===== config.mk =====
export PLATFORM = sky130hd
export DESIGN_NAME = disp_axiarb
export DESIGN_NICKNAME = d
export VERILOG_FILES = /design/src/rtl/disp_pkg.sv /design/src/rtl/disp_arbpri.sv /design/src/rtl/disp_axiarb.sv
export SDC_FILE = /design/constraint.sdc
export NUM_CORES = 1
export LEC_CHECK = 0
export ABC_AREA = 1
export CAP_MARGIN = 20
export CORE_AREA = 4 4 82 84
export CTS_CLUSTER_SIZE = 25
export DETAILED_ROUTE_END_ITERATION = 8
export DIE_AREA = 0 0 86 88
export PLACE_DENSITY = 0.95
export SYNTH_ARGS = -nofsm -noshare
export SYNTH_HDL_FRONTEND = slang
export SYNTH_SLANG_ARGS = --single-unit

===== constraint.sdc =====
create_clock -name ACLK -period 2.8 [get_ports ACLK]
set_input_delay 0.84 -clock ACLK [delete_from_list [all_inputs] [get_ports ACLK]]
set_output_delay 0.84 -clock ACLK [all_outputs]
set_load 0.01 [all_outputs]

===== src/rtl/disp_pkg.sv =====
// Shared encodings and defaults for the display/draw VRAM read arbiter.
package disp_pkg;

  // One-hot FSM encoding: a single burst in flight at any time.
  typedef enum logic [2:0] {
    S_IDLE = 3'b001,
    S_ADDR = 3'b010,
    S_DATA = 3'b100
  } state_t;

  // One-hot ownership codes driven on GRANT.
  localparam logic [1:0] GRANT_NONE = 2'b00;
  localparam logic [1:0] GRANT_M0   = 2'b01;
  localparam logic [1:0] GRANT_M1   = 2'b10;

  // Consecutive M0 grants tolerated while M1 waits.
  localparam int STARVE_MAX_DEF = 4;

  // Starvation counter width; never narrower than one bit.
  function automatic int cnt_width(input int max_val);
    return (max_val < 1) ? 1 : $clog2(max_val + 1);
  endfunction

endpackage


===== src/rtl/disp_arbpri.sv =====
// Combinational winner pick: M0 over M1, unless M1 has waited out its budget.
module disp_arbpri
  import disp_pkg::*;
#(
  parameter int STARVE_MAX = STARVE_MAX_DEF,
  parameter int CW         = cnt_width(STARVE_MAX)
) (
  input  logic          m0_req,
  input  logic          m1_req,
  input  logic [CW-1:0] starve_cnt,
  output logic [1:0]    pick,
  output logic          forced
);

  logic at_limit;

  assign at_limit = (starve_cnt == CW'(STARVE_MAX));

  // Priority select; forced marks an M1 win that overrode a pending M0.
  always_comb begin
    pick   = GRANT_NONE;
    forced = 1'b0;
    if (m1_req && at_limit) begin
      pick   = GRANT_M1;
      forced = m0_req;
    end else if (m0_req) begin
      pick = GRANT_M0;
    end else if (m1_req) begin
      pick = GRANT_M1;
    end
  end

endmodule


===== src/rtl/disp_axiarb.sv =====
// Two-requester AXI read-channel arbiter in front of the VRAM slave.
module disp_axiarb
  import disp_pkg::*;
#(
  parameter int STARVE_MAX = STARVE_MAX_DEF
) (
  input  logic        ACLK,
  input  logic        ARSTN,
  input  logic [31:0] M0_ARADDR,
  input  logic        M0_ARVALID,
  output logic        M0_ARREADY,
  output logic [31:0] M0_RDATA,
  output logic        M0_RLAST,
  output logic        M0_RVALID,
  input  logic        M0_RREADY,
  input  logic [31:0] M1_ARADDR,
  input  logic        M1_ARVALID,
  output logic        M1_ARREADY,
  output logic [31:0] M1_RDATA,
  output logic        M1_RLAST,
  output logic        M1_RVALID,
  input  logic        M1_RREADY,
  output logic [31:0] ARADDR,
  output logic        ARVALID,
  input  logic        ARREADY,
  input  logic [31:0] RDATA,
  input  logic        RLAST,
  input  logic        RVALID,
  output logic        RREADY,
  output logic [1:0]  GRANT,
  output logic        STARVED
);

  localparam int CW = cnt_width(STARVE_MAX);

  state_t        state_reg, state_next;
  logic [1:0]    grant_reg, grant_next;
  logic [CW-1:0] starve_cnt_reg, starve_cnt_next;
  logic          starved_reg, starved_next;
  logic          run_reg;
  logic [1:0]    pick;
  logic          forced;
  logic          in_addr, in_data;

  disp_arbpri #(
    .STARVE_MAX(STARVE_MAX),
    .CW        (CW)
  ) u_arbpri (
    .m0_req    (M0_ARVALID),
    .m1_req    (M1_ARVALID),
    .starve_cnt(starve_cnt_reg),
    .pick      (pick),
    .forced    (forced)
  );

  assign in_addr = (state_reg == S_ADDR);
  assign in_data = (state_reg == S_DATA);

  // Address channel: only the owner reaches the slave, only in S_ADDR.
  assign ARADDR     = grant_reg[0] ? M0_ARADDR : (grant_reg[1] ? M1_ARADDR : 32'h0);
  assign ARVALID    = in_addr & ((grant_reg[0] & M0_ARVALID) | (grant_reg[1] & M1_ARVALID));
  assign M0_ARREADY = in_addr & grant_reg[0] & ARREADY;
  assign M1_ARREADY = in_addr & grant_reg[1] & ARREADY;

  // Read channel: data fans out to both, handshake signals to the owner only.
  assign M0_RDATA  = RDATA;
  assign M1_RDATA  = RDATA;
  assign M0_RVALID = in_data & grant_reg[0] & RVALID;
  assign M1_RVALID = in_data & grant_reg[1] & RVALID;
  assign M0_RLAST  = in_data & grant_reg[0] & RLAST;
  assign M1_RLAST  = in_data & grant_reg[1] & RLAST;
  assign RREADY    = in_data & ((grant_reg[0] & M0_RREADY) | (grant_reg[1] & M1_RREADY));

  assign GRANT   = grant_reg;
  assign STARVED = starved_reg;

  // Hold off arbitration for one edge after reset release.
  always_ff @(posedge ACLK or negedge ARSTN) begin
    if (!ARSTN) run_reg <= 1'b0;
    else        run_reg <= 1'b1;
  end

  // FSM, ownership, starvation counter and pulse registers.
  always_ff @(posedge ACLK or negedge ARSTN) begin
    if (!ARSTN) begin
      state_reg      <= S_IDLE;
      grant_reg      <= GRANT_NONE;
      starve_cnt_reg <= '0;
      starved_reg    <= 1'b0;
    end else begin
      state_reg      <= state_next;
      grant_reg      <= grant_next;
      starve_cnt_reg <= starve_cnt_next;
      starved_reg    <= starved_next;
    end
  end

  // Next-state: grant on request, advance on AR handshake, release on last beat.
  always_comb begin
    state_next      = state_reg;
    grant_next      = grant_reg;
    starve_cnt_next = starve_cnt_reg;
    starved_next    = 1'b0;
    case (state_reg)
      S_IDLE: begin
        if (run_reg && (M0_ARVALID || M1_ARVALID)) begin
          state_next   = S_ADDR;
          grant_next   = pick;
          starved_next = forced;
          if (pick == GRANT_M1)
            starve_cnt_next = '0;
          else if (M1_ARVALID && (starve_cnt_reg != CW'(STARVE_MAX)))
            starve_cnt_next = starve_cnt_reg + CW'(1);
        end
      end
      S_ADDR: begin
        if (ARVALID && ARREADY)
          state_next = S_DATA;
      end
      S_DATA: begin
        if (RVALID && RREADY && RLAST) begin
          state_next = S_IDLE;
          grant_next = GRANT_NONE;
        end
      end
      default: begin
        state_next = S_IDLE;
        grant_next = GRANT_NONE;
      end
    endcase
  end

endmodule


# Word level (Yosys, flattened, before mapping)
# Index checks and enable logic that the tools add are counted.
[op_classes]
bitwise_logic = 19
reduce_logical = 11
add_sub_neg = 1
shifts = 0
muxes = 17
eq_ne = 9
div = 0
n_lt_le_gt_ge = 0
n_mul = 0
[op_table]
columns = ["operator", "count"]
rows = [
  ["$mux 32", 2],
  ["$and 1x1->1", 16],
  ["$mux 3", 5],
  ["$mux 2", 5],
  ["$pmux 3 s3", 1],
  ["$reduce_and 3->1", 3],
  ["$eq 3x3->1 const B", 2],
  ["$logic_and 1x1->1", 6],
  ["$pmux 2 s3", 1],
  ["$ne 2x1->1 const B", 2],
  ["$add 3x1->3 const B", 1],
  ["$eq 3x1->1 const B", 1],
  ["$eq 3x2->1 const B", 1],
  ["$mux 1", 3],
  ["$ne 3x3->1 const B", 1],
  ["$eq 2x2->1 const B", 1],
  ["$ne 2x2->1 const B", 1],
  ["$or 1x1->1", 2],
  ["$reduce_bool 2->1", 1],
  ["$logic_or 1x1->1", 1],
  ["$not 1->1", 1],
]
[totals]
reg_bits = 10
output_inout_bits = 107
romBits = 0
word_cells = 62
in_bits = 105
n_memories = 0
ramBits = 0
latchBits = 0

# Logic depth before layout (Yosys ltp)
# Gate-level depths: netlist of the first run.
[depth]
depth_word = 7
ltp_mapped = 8
mapped_depth_nobuf = 7

# Hierarchy
# A second synthesis of the first run with hierarchy kept.
[hier_totals]
hier_cells = 268
hier_area_um2 = 1627.8
[modules_own_cells]
columns = ["module", "area_per_inst_um2", "instances", "cells_per_inst"]
rows = [
  ["disp_axiarb", 1585.3, 1, 259],
  ["disp_arbpri", 42.5, 1, 9],
]

# Worst setup path before layout of the first run
# OpenSTA, ideal clock, no wires.
[synth_timing]
path_kind = "input -> output"
startpoint = "input ARREADY"
endpoint = "output M0_ARREADY"
arrival_ns = 1.172
path_stages = 2
path_slack_ns = 0.788
cell_sequence = "inv_1 > nor3_1"
[synth_via]
elab_chain_cells = 1
[synth_rtl]
columns = ["element", "line", "rtl"]
rows = [
  ["from (decl)", "disp_axiarb.sv:25", "input logic ARREADY,"],
  ["$and 1x1->1", "disp_axiarb.sv:62", "assign M0_ARREADY = in_addr & grant_reg[0] & ARREADY;"],
  ["to (decl)", "disp_axiarb.sv:11", "output logic M0_ARREADY,"],
]
# No other way between the ends.

# Final worst setup path of the first run
[layout_timing]
startpoint = "input M1_ARVALID"
endpoint = "output ARVALID"
[layout_via]
elab_chain_cells = 3
[layout_rtl]
columns = ["element", "line", "rtl"]
rows = [
  ["from (decl)", "disp_axiarb.sv:17", "input logic M1_ARVALID,"],
  ["$and 1x1->1", "disp_axiarb.sv:61", "assign ARVALID = in_addr & ((grant_reg[0] & M0_ARVALID) | (grant_reg[1] & M1_ARVALID));"],
  ["$or 1x1->1", "disp_axiarb.sv:61", ""],
  ["$and 1x1->1", "disp_axiarb.sv:61", ""],
  ["to (decl)", "disp_axiarb.sv:24", "output logic ARVALID,"],
]
# No other way between the ends.

==> metrics.md, run 1 <==
| Metric | Value |
|---|---|
| Status | finished clean |
| Flops & latches, synth | 10 |
| Area leader, netlist | buf_4 |
| Hold path start | starve_cnt_reg[0]$_DFFE_PN0P_ |
| Worst VDD drop | 0.0004437 V |
| Hold Path End | starve_cnt_reg[0]$_DFFE_PN0P_ |
| Vias per cell | 4.398 |
| Seq/Total Area, Yosys | 0.1586 |
| Layout area overhead | 51.07% |
| Grt ovf | 0 |
| CP max-delay cell | clkdlybuf4s50_1 |
| CTS tree | done |
| Number of CTS-inserted buffers | 3 |
| Total length of routed wires | approximately 5.5 mm |
| Row cnt | 28 |
| Most frequent CP cell | nand2_1 |
| Pre-Repair DR Iteration Count | 5 |
| Wire length per cell | 14.17 um |
| Final setup vio count | 0 |
| Leak | 0.001321 uW |
| Worst path bufs/invs | 3 |
| Clk_lat worst skew | roughly 230 ps |
| RSZ-0062 raised after global routing | false |
| Synth top area share | 0.3125 |
| WP data required | a little under 2000 ps |
| Top cells by area, synth | buf_4 (31%), nand2_1 (23%), dfrtp_1 (14%) |
| GRT Total Usage | 0.1319 |
| Die H | 88 um |
| Drc violations | 0 |
| Cell family with most CP delay | buffers and inverters |
| Post-CTS Hold Buffers | 0 |
| Period utilization | 0.9752 |
| Compound-Gate Fraction of Synth Area | 0.01263 |
| Post-synthesis xor/xnor area fraction | 0.005525 |
| RR Endpoint | GRANT[0]$_DFFE_PN0P_ |
| Placed Instances | roughly 380 |
| Worst Reg-to-Reg Cells | 8 |
| Layout cells sized above 1 | 0.07372 |
| Mean area per synthesized cell | ~6.1 um2 |
| Multiplexer area fraction after synthesis | 0 |
| Final Hold Fails | 0 |
| Clock Skew | 1.137 ps |
| CP arrival | 1890 ps |
| DR iter-0 viols | 42 |
| Fin. max-slew vios | 0 |
| Crit path max fanout | 2 |
| Pin count of the biggest net entering global routing | 37 |
| Finished Layout Cells | 387 |
| Crit. End Element | output pin |
| DRT antenna net count | 0 |
| Min cycle time layout | 2730 ps |
| Longest Clk Path Bufs | 2 |
| Synthesized cell area | roughly 1600 um2 |
| End-of-flow core utilization | 0.4045 |
| YS warnings | 0 |
| PD cells | 508.3 nW/um2 |
| Min-Delay Path Class | flip-flop to flip-flop |
| Die width | 86 um |
| Initial Utilization | 0.2678 |
| Fmax | roughly 370 MHz |
| Vias in the first global route | 1655 |
| Vias | ~1700 |
| Max-Cap Viols | 0 |
| Die ar. | 7568 um2 |
| H-tree Lvls | 1 |
| Post-synthesis adder-cell area fraction | 0.01579 |
| Clock sink count | 10 |
| Simple logic cell fraction of the synthesized area | 0.4317 |
| # diodes | 0 |
| Post-DP HPWL | 4.524 mm |
| Syn Nets | 368 |
| Worst Setup SP | M1_ARVALID |
| Worst hold path depth | 2 |
| Critical path cell sequence | clkdlybuf4s50_1, nand2_1, nand2_1, inv_1, nor2_4, clkdlybuf4s15_1 |
| Largest family of logic cells by synthesized area | simple AND/OR/NAND/NOR gates |
| Clock-pin transition on the worst setup and hold timing paths | 50 ps |
| First-pass GRT wire length | 8.004 mm |
| Crit-path max cell delay | a little under 500 ps |
| # nets final | 420 |
| Post-Syn Instances | between 200 and 300 |
| Kind of critical path | input port to output pin |
| Initial antenna violation count | 0 |
| Reg-to-Reg Start | GRANT[0]$_DFFE_PN0P_ |
| Core Area | 5921 um2 |
| I/O pins | 212 |
| GPL Wtd Cong | 0.8364 |
| R2R Setup Slk | 1540 ps |
| Critical path launch point type | input port |
| Port-buffer cells | 115 |
| Count of cell types in the netlist | 23 |
| Root Buffer | clkbuf_8 |
[timing repair]
action / 4_1_cts / 5_1_grt
buffers inserted: 0 / 0
gates resized for setup: 37 / 5
pin swaps: 0 / 0
endpoints found under the setup margin: 37 / 5
[tightest hold or removal path: stages (launching register included)]
cell and delay (ps):
dfrtp_1 360, nand2_1 60, nand2_1 50
[through the flow]
step           TNS (ps)  total power [uW]  instance area, um2  hold slack, ps  worst slack (ps)
2_1_floorplan         0             767.1                1585           474.2             788.4
4_1_cts               0              1243                2381           512.0             4.319
3_5_place_dp      -1930              1132                2372           500.9            -262.3
3_3_place_gp      -1522              1105                2372           492.1            -266.4
6_report              0              1217                2395           507.9             69.53
5_1_grt               0              1322                2395           526.6             11.04
[how the worst max path moves through the flow]
stage	end	slack, ps	cells after the start
4_1_cts	ARADDR[4]	4	4
6_report	ARVALID	70	6
2_1_floorplan	M0_ARREADY	790	2
3_3_place_gp	M0_RLAST	-270	4
3_5_place_dp	M0_RLAST	-260	4
5_1_grt	ARVALID	10	6
[Yosys cell counts]
master / n
nor3_1: 7
nor3_2: 1
o21ai_0: 2
ha_1: 2
nand4_1: 1
nor2_2: 1
nor2_1: 5
nand2_2: 1
nand3_2: 1
inv_2: 2
a21oi_1: 2
dfstp_2: 1
clkbuf_1: 4
conb_1: 1
buf_2: 5
nand3_4: 1
buf_4: 66
nand2_1: 96
nand3_1: 36
inv_1: 13
dfrtp_1: 9
nor2_4: 3
xor2_1: 1
[cell usage in the layout (no fill, tap or decap), types with 3 or more instances in the layout]
cell type / instances
buf_4: 5
dlygate4sd2_1: 36
dlymetal6s2s_1: 3
nand2_1: 96
inv_1: 13
nor2_4: 3
nor3_1: 6
nor2_1: 5
clkbuf_8: 4
clkdlybuf4s50_1: 75
nand3_1: 36
dfrtp_1: 9
[logic make-up after synthesis]
| kind of cell | Yosys count |
|---|---|
| AOI/OAI and AO/OA | 4 |
| DFF | 10 |
| adders and majority gates | 2 |
| and+or+nand+nor | 153 |
| xor gates and xnor gates | 1 |
| other | 1 |
| buffers and inverters | 90 |
[power by group]
part           switching, uW  internal (uW)  total (uW)
Clock                   54.5            123         178
Combinational            439            373         813
Sequential              35.2            192         227
[layout make-up]
class                      count  area (um2)
fill                         619        3526
timing repair buffer         122        1191
multi-input combinational    161       747.0
sequential                    10       251.5
tap                           75       93.84
inverter                      15       56.30
clock buffer                   4       55.05
[per-layer routing]
layer	share of wire	wire length [um]	global-route usage	vias to the layer above
met5	0	0	0	-
met4	0	0	0.01295	0
met3	0.13	729	0.06021	0
met2	0.54	2978	0.2712	141
met1	0.32	1775	0.1209	713
li1	-	-	-	848
Power figures use the tool's default switching activity.
==> run 2, diff against run 1 <==
Settings changed: CTS_CLUSTER_DIAMETER set to 150.
==> results of run 2 <==
Final layout, timing and power as in run 1 (identical DEF).
